==> src/rtl/if_fetch.sv <==
// Instruction-fetch stage: PC register, byte-serial refill over the shared memory
// port, and a direct-mapped instruction cache feeding the IF/ID register.
module if_fetch #(
    parameter logic [31:0] RESET_PC          = 32'h0,
    parameter int unsigned ICACHE_INDEX_BITS = 6
) (
    input  logic        clk,
    input  logic        rst,
    input  logic        stall_i,
    input  logic        branch_taken_i,
    input  logic [31:0] branch_target_i,
    output logic        mem_req_o,
    output logic [31:0] mem_addr_o,
    input  logic        mem_grant_i,
    input  logic [7:0]  mem_data_i,
    output logic [31:0] pc_o,
    output logic [31:0] inst_o,
    output logic        inst_valid_o
);

    localparam int unsigned ENTRIES = 1 << ICACHE_INDEX_BITS;
    localparam int unsigned TAG_W   = 32 - ICACHE_INDEX_BITS - 2;

    typedef enum logic [1:0] {
        S_LOOKUP,
        S_FETCH,
        S_VALID,
        S_DRAIN
    } state_t;

    state_t                         r_state;
    state_t                         w_state_next;
    logic [31:0]                    r_pc;
    logic [31:0]                    r_inst;
    logic                           r_valid;
    logic [2:0]                     r_issue_cnt;
    logic [1:0]                     r_recv_cnt;
    logic                           r_rsp_valid;
    logic [23:0]                    r_word;

    logic [ENTRIES-1:0]             r_cache_vld;
    logic [TAG_W-1:0]               r_cache_tag  [ENTRIES];
    logic [31:0]                    r_cache_data [ENTRIES];

    logic [31:0]                    w_pc_plus4;
    logic [31:0]                    w_lookup_pc;
    logic [ICACHE_INDEX_BITS-1:0]   w_lookup_idx;
    logic [TAG_W-1:0]               w_lookup_tag;
    logic                           w_hit;
    logic [31:0]                    w_hit_data;
    logic [ICACHE_INDEX_BITS-1:0]   w_fill_idx;
    logic [TAG_W-1:0]               w_fill_tag;
    logic                           w_req;
    logic                           w_capture;
    logic                           w_fill_done;
    logic [31:0]                    w_fill_word;
    logic                           w_cache_we;
    logic                           w_unused;

    assign w_pc_plus4   = r_pc + 32'd4;
    // In VALID the lookup targets the next sequential PC so hits stream one per cycle.
    assign w_lookup_pc  = (r_state == S_VALID) ? w_pc_plus4 : r_pc;
    assign w_lookup_idx = w_lookup_pc[ICACHE_INDEX_BITS+1:2];
    assign w_lookup_tag = w_lookup_pc[31:ICACHE_INDEX_BITS+2];
    assign w_hit        = r_cache_vld[w_lookup_idx] && (r_cache_tag[w_lookup_idx] == w_lookup_tag);
    assign w_hit_data   = r_cache_data[w_lookup_idx];

    assign w_fill_idx   = r_pc[ICACHE_INDEX_BITS+1:2];
    assign w_fill_tag   = r_pc[31:ICACHE_INDEX_BITS+2];
    assign w_req        = (r_state == S_FETCH) && !r_issue_cnt[2];
    assign w_capture    = (r_state == S_FETCH) && r_rsp_valid;
    assign w_fill_done  = w_capture && (r_recv_cnt == 2'd3);
    assign w_fill_word  = {mem_data_i, r_word};
    assign w_cache_we   = w_fill_done && !branch_taken_i;

    assign mem_req_o    = w_req;
    assign mem_addr_o   = w_req ? (r_pc + {29'b0, r_issue_cnt}) : 32'b0;
    assign pc_o         = r_pc;
    assign inst_o       = r_inst;
    assign inst_valid_o = r_valid;

    assign w_unused     = ^{branch_target_i[1:0], w_lookup_pc[1:0]};

    always_comb begin
        w_state_next = r_state;
        if (branch_taken_i) begin
            w_state_next = S_DRAIN;
        end else begin
            case (r_state)
                S_LOOKUP: w_state_next = w_hit ? S_VALID : S_FETCH;
                S_FETCH:  if (w_fill_done) w_state_next = S_VALID;
                S_VALID:  if (!stall_i && !w_hit) w_state_next = S_FETCH;
                S_DRAIN:  w_state_next = S_LOOKUP;
                default:  w_state_next = S_LOOKUP;
            endcase
        end
    end

    always_ff @(posedge clk or negedge rst) begin
        if (!rst) begin
            r_state <= S_LOOKUP;
        end else begin
            r_state <= w_state_next;
        end
    end

    always_ff @(posedge clk or negedge rst) begin
        if (!rst) begin
            r_pc        <= RESET_PC;
            r_inst      <= 32'b0;
            r_valid     <= 1'b0;
            r_issue_cnt <= 3'd0;
            r_recv_cnt  <= 2'd0;
            r_rsp_valid <= 1'b0;
            r_word      <= 24'b0;
        end else begin
            r_rsp_valid <= w_req && mem_grant_i;
            if (branch_taken_i) begin
                r_pc        <= {branch_target_i[31:2], 2'b00};
                r_valid     <= 1'b0;
                r_issue_cnt <= 3'd0;
                r_recv_cnt  <= 2'd0;
            end else begin
                case (r_state)
                    S_LOOKUP: begin
                        if (w_hit) begin
                            r_inst  <= w_hit_data;
                            r_valid <= 1'b1;
                        end else begin
                            r_issue_cnt <= 3'd0;
                            r_recv_cnt  <= 2'd0;
                        end
                    end
                    S_FETCH: begin
                        if (w_req && mem_grant_i) begin
                            r_issue_cnt <= r_issue_cnt + 3'd1;
                        end
                        if (w_capture) begin
                            case (r_recv_cnt)
                                2'd0:    r_word[7:0]   <= mem_data_i;
                                2'd1:    r_word[15:8]  <= mem_data_i;
                                2'd2:    r_word[23:16] <= mem_data_i;
                                default: ;
                            endcase
                            r_recv_cnt <= r_recv_cnt + 2'd1;
                        end
                        if (w_fill_done) begin
                            r_inst  <= w_fill_word;
                            r_valid <= 1'b1;
                        end
                    end
                    S_VALID: begin
                        if (!stall_i) begin
                            r_pc <= w_pc_plus4;
                            if (w_hit) begin
                                r_inst <= w_hit_data;
                            end else begin
                                r_valid     <= 1'b0;
                                r_issue_cnt <= 3'd0;
                                r_recv_cnt  <= 2'd0;
                            end
                        end
                    end
                    default: ;
                endcase
            end
        end
    end

    // Only valid bits need clearing on reset; tag/data are qualified by them.
    always_ff @(posedge clk or negedge rst) begin
        if (!rst) begin
            r_cache_vld <= '0;
        end else if (w_cache_we) begin
            r_cache_vld[w_fill_idx] <= 1'b1;
        end
    end

    always_ff @(posedge clk) begin
        if (w_cache_we) begin
            r_cache_tag[w_fill_idx]  <= w_fill_tag;
            r_cache_data[w_fill_idx] <= w_fill_word;
        end
    end

endmodule

==> config.mk <==
export PLATFORM = sky130hd
export DESIGN_NAME = if_fetch
export DESIGN_NICKNAME = d
export VERILOG_FILES = /design/src/rtl/if_fetch.sv
export SDC_FILE = /design/constraint.sdc
export NUM_CORES = 2
export LEC_CHECK = 0
export CORE_AREA = 2 2 546 684
export CTS_CLUSTER_DIAMETER = 60
export DETAILED_ROUTE_END_ITERATION = 8
export DIE_AREA = 0 0 548 686
export DONT_BUFFER_PORTS = 1
export SETUP_SLACK_MARGIN = 0.4
export SYNTH_ARGS = -nofsm -noshare
export SYNTH_HDL_FRONTEND = slang
export SYNTH_SLANG_ARGS = --single-unit
==> constraint.sdc <==
create_clock -name clk -period 8.2 [get_ports clk]
set_clock_uncertainty 0.2 [all_clocks]
set_input_delay 1.64 -clock clk [delete_from_list [all_inputs] [get_ports clk]]
set_output_delay 1.64 -clock clk [all_outputs]
set_load 0.005 [all_outputs]
==> flow_metrics.py <==
metrics = {
    "run_status": {
        "run_status": "completed",
    },
    "clocking": {
        "post_cts_resized": 0,
        "clock_buffer_depth": 4,
        "post_cts_buffers": 0,
        "cts-htree-levels": 5,
        "worstSkewPairLatency_ns": 0.92,
        "cts_bufs_inserted": 368,
        "tritoncts": "built",
        "clock_transition_at_the_registers_of_the_reported_paths_ns": 0.06,
        "clock_sink_count": 3743,
        "clockRootBuffer": "sky130_fd_sc_hd__clkbuf_16",
        "post_cts_hold_buffer_count": 0,
    },
    "worst_setup_path": {
        "cp_data_required_time_ns": 8.84,
        "critPathBufInv": 2,
        "criticalPathCategory": "reg2reg",
        "crit_chain": "ha_1 -> nand4_1 -> xnor2_2 -> buf_4 -> o21ai_0 -> a2111oi_0 -> a31oi_1 -> nand4_1 -> xnor2_1 -> a2111oi_2 -> nand4_1 -> nor4_4 -> buf_12 -> mux2_2 -> nand3_1",
        "critical-path-top-cell-by-count": "sky130_fd_sc_hd__nand4_1",
        "timing.critical_path.to_type": "flop",
        "crit_path_max_incr_delay_ns": 0.98,
        "ff2ff_setup_slack_ns": 0.98,
        "slowest_cp_cell": "sky130_fd_sc_hd__dfrtp_1",
        "critical_path.top_delay_family": "compound AO/OA/AOI/OAI gates",
        "start_kind": "flop",
        "worstPathArrival_ns": 7.86,
        "critical_path.max_fanout": 41,
    },
    "power_and_ir_drop": {
        "sequentialPowerShare_pct": 42.7,
        "internal_power_mw": 36.0,
        "irDropWorstVdd_mv": 0.355,
        "power.share.switching_pct": 28.4,
        "share_clk_of_total_power_pct": 34.0,
        "power_per_cell_area_mw_per_mm2": 302,
        "net-switching-power_mw": 14.3,
        "static_leakage_nw": 55.2,
        "combPwrFrac_pct": 23.2,
    },
    "sta": {
        "unrepaired_setup_endpoints_after_global_routing": "no",
        "setup_viol_count_final": 0,
        "fin_tns_setup_ns": 0,
        "final_min_period_over_clock_period_pct": 88.0,
        "slew_headroom_pct": 0.317,
        "postLayoutSetupSlackWorst_ns": 0.983,
        "timing.final.max_slew_violations": 0,
        "final-hold-violation-count": 0,
        "worst-slew-pin-transition_ns": 1.50,
        "fin_crit_ns": 7.22,
        "fmax_ghz": 0.139,
    },
    "yosys": {
        "synth_enable_flop_cells": 3584,
        "synth_area_leaders": "sky130_fd_sc_hd__edfxtp_1, sky130_fd_sc_hd__mux4_2, sky130_fd_sc_hd__dfrtp_1, sky130_fd_sc_hd__nand2_1, sky130_fd_sc_hd__nand3_1",
        "synthDistinctLibCells": 93,
        "synthFlopType": "sky130_fd_sc_hd__edfxtp_1",
        "synthesis.instances": 7630,
        "postSynthRegisterBits": 3743,
        "seq_area_frac_synth_pct": 75.7,
        "synth_async_reset_ratio_pct": 4.25,
        "synth_area_leader_cell": "sky130_fd_sc_hd__edfxtp_1",
        "synthesis_warning_total": 0,
        "syn_avg_cell_area_sq_um": 19.3,
        "area_share_of_the_largest_cell_type_after_synthesis_pct": 73.0,
        "post_synth_instance_area_sq_mm": 0.147,
    },
    "floorplanning": {
        "floorplan.die.height_um": 686,
        "core_region_area_sq_mm": 0.369,
        "die_width_um": 548,
        "floorplan_row_count": 250,
        "initial_core_util_pct": 39.9,
        "io-pin-count": 143,
        "design.die.area_sq_mm": 0.376,
    },
    "global_routing": {
        "grt.total_usage_pct": 23.5,
        "grt_remaining_overflow": 0,
        "vias_in_the_first_global_route": 79500,
        "grt_pass1_wl_um": 622000,
        "maximum_number_of_pins_on_one_net_before_global_route_repair": 160,
        "grt_antenna_before_repair": 22,
    },
    "detailed_routing": {
        "detailed_route_drc_error_count": 0,
        "avgViaCountPerCell": 6.09,
        "wl_um": 450000,
        "detailed_route_wire_length_per_cell_um": 34.5,
        "detailedRoute.firstPassIterationCount": 6,
        "route.vias.total": 79400,
        "final_ant_viol_nets": 0,
        "drt_iter0_drc": 11300,
    },
    "place": {
        "placement.cell_area_sq_mm": 0.154,
        "port-buffer-count": 0,
        "dp.cells": 12400,
        "place_worst_setup_slack_ns": 1.24,
        "finalWeightedCongestion": 0.850,
        "hpwlAfterDp_um": 241000,
    },
    "flow_run": {
        "cap_violations": 0,
    },
    "finish": {
        "synthesis_to_layout_area_growth_pct": 13.0,
        "final_area_sq_mm": 0.166,
        "highest_count_cells_in_the_layout_ignoring_fill_and_taps": "sky130_fd_sc_hd__edfxtp_1, sky130_fd_sc_hd__nand2_1, sky130_fd_sc_hd__mux4_2",
        "most_frequent_standard_cell_in_the_layout_excluding_fill_and_tap_cells": "sky130_fd_sc_hd__edfxtp_1",
        "final_net_count": 7871,
        "post_route_cells_drive_above_1_share_pct": 22.8,
        "fin_cells": 13000,
        "fillers": 31000,
    },
    "hold_path": {
        "min_path_type": "reg2reg",
    },
}
-- per-layer routing --
| metal | vias up | wire, um | track usage (%) |
|---|---|---|---|
| li1 | 31400 | - | - |
| met1 | 42700 | 170000 | 30.9 |
| met2 | 4329 | 217000 | 38.4 |
| met3 | 873 | 43500 | 4.92 |
| met4 | 2 | 19300 | 9.16 |
| met5 | - | 20 | 0 |
-- per-stage QoR --
| step | power, mW | hold WS (ns) | util, % |
|---|---|---|---|
| CTS | 50.5 | 0.197 | 45.1 |
| global placement | 33.5 | 0.244 | 41.8 |
| global route | 51.9 | 0.230 | 45.1 |
| floorplan | 30.5 | 0.234 | - |
| detailed placement | 33.6 | 0.249 | 41.8 |
| finish | 50.3 | 0.264 | 45.1 |
-- worst paths after layout --
kind,startpoint,end,depth (start not counted)
max,pc_o[2]$_DFFE_PN0P_,inst_o[31]$_DFFE_PN0P_,15
min,r_cache_vld[39]$_DFFE_PN0P_,r_cache_vld[39]$_DFFE_PN0P_,1
max reg2reg,pc_o[2]$_DFFE_PN0P_,inst_o[31]$_DFFE_PN0P_,15
min reg2reg,r_cache_vld[39]$_DFFE_PN0P_,r_cache_vld[39]$_DFFE_PN0P_,1
max in group asynchronous,rst,r_word[15]$_DFFE_PN0P_,0
min in group asynchronous,rst,r_cache_vld[53]$_DFFE_PN0P_,0
-- flip-flops by register name, indices dropped and copies added (netlist names) --
| name | count |
|---|---|
| inst_valid_o | 1 |
| r_cache_vld | 64 |
| r_cache_tag | 1536 |
| r_cache_data | 2048 |
| pc_o | 30 |
| r_rsp_valid | 1 |
| r_issue_cnt | 3 |
| inst_o | 32 |
| r_state | 2 |
| r_recv_cnt | 2 |
| r_word | 24 |
-- final cells by class --
cell class | instances | area, sq um | share of cell area, %
Antenna cell | 11 | 27.5 | 0.0165
Clock buffer | 461 | 9770 | 5.87
Clock inverter | 204 | 2260 | 1.36
Inverter | 13 | 48.8 | 0.0293
Multi-Input combinational cell | 3415 | 34000 | 20.4
Sequential cell | 3743 | 112000 | 67.1
Tap cell | 4914 | 6150 | 3.69
Timing Repair Buffer | 273 | 2540 | 1.52
-- cells in the mapped netlist, drive strengths merged (14+ instances only) --
library cell	number
edfxtp	3584
nand2	873
mux4	810
nand3	285
buf	258
clkbuf	202
nor2	169
dfrtp	159
a311oi	132
mux2i	127
and3	115
a21oi	95
o21ai	80
nand4	77
or2	70
mux2	69
a22oi	65
xnor2	65
nor3	44
or4	32
xor2	31
a31oi	27
a32oi	27
o22ai	27
or3	20
nor4	16
a211oi	14
-- cells by family (layout without fill, tap and decap cells) --
group,after synthesis,after routing,synth area share [%]
AO/OA/AOI/OAI,566,566,2.76
XOR/XNOR,96,96,0.599
adder cells (fa/ha/maj),12,12,0.102
buffers and inverters,473,951,1.64
flip-flops,3743,3743,75.7
multiplexers,1006,1006,13.8
other,1,13,0.00254
AND/OR/NAND/NOR,1733,1733,5.38
-- power groups by stage --
stage / clock [mW] / combinational [mW] / sequential (mW)
global placement: 0 / 11.7 / 21.9
CTS: 17.3 / 11.7 / 21.5
finish: 17.1 / 11.7 / 21.5
floorplan: 0 / 8.46 / 22.1
global route: 18.0 / 12.4 / 21.5
detailed placement: 0 / 11.7 / 21.9
No activity file was read; power rests on OpenSTA's default activity.
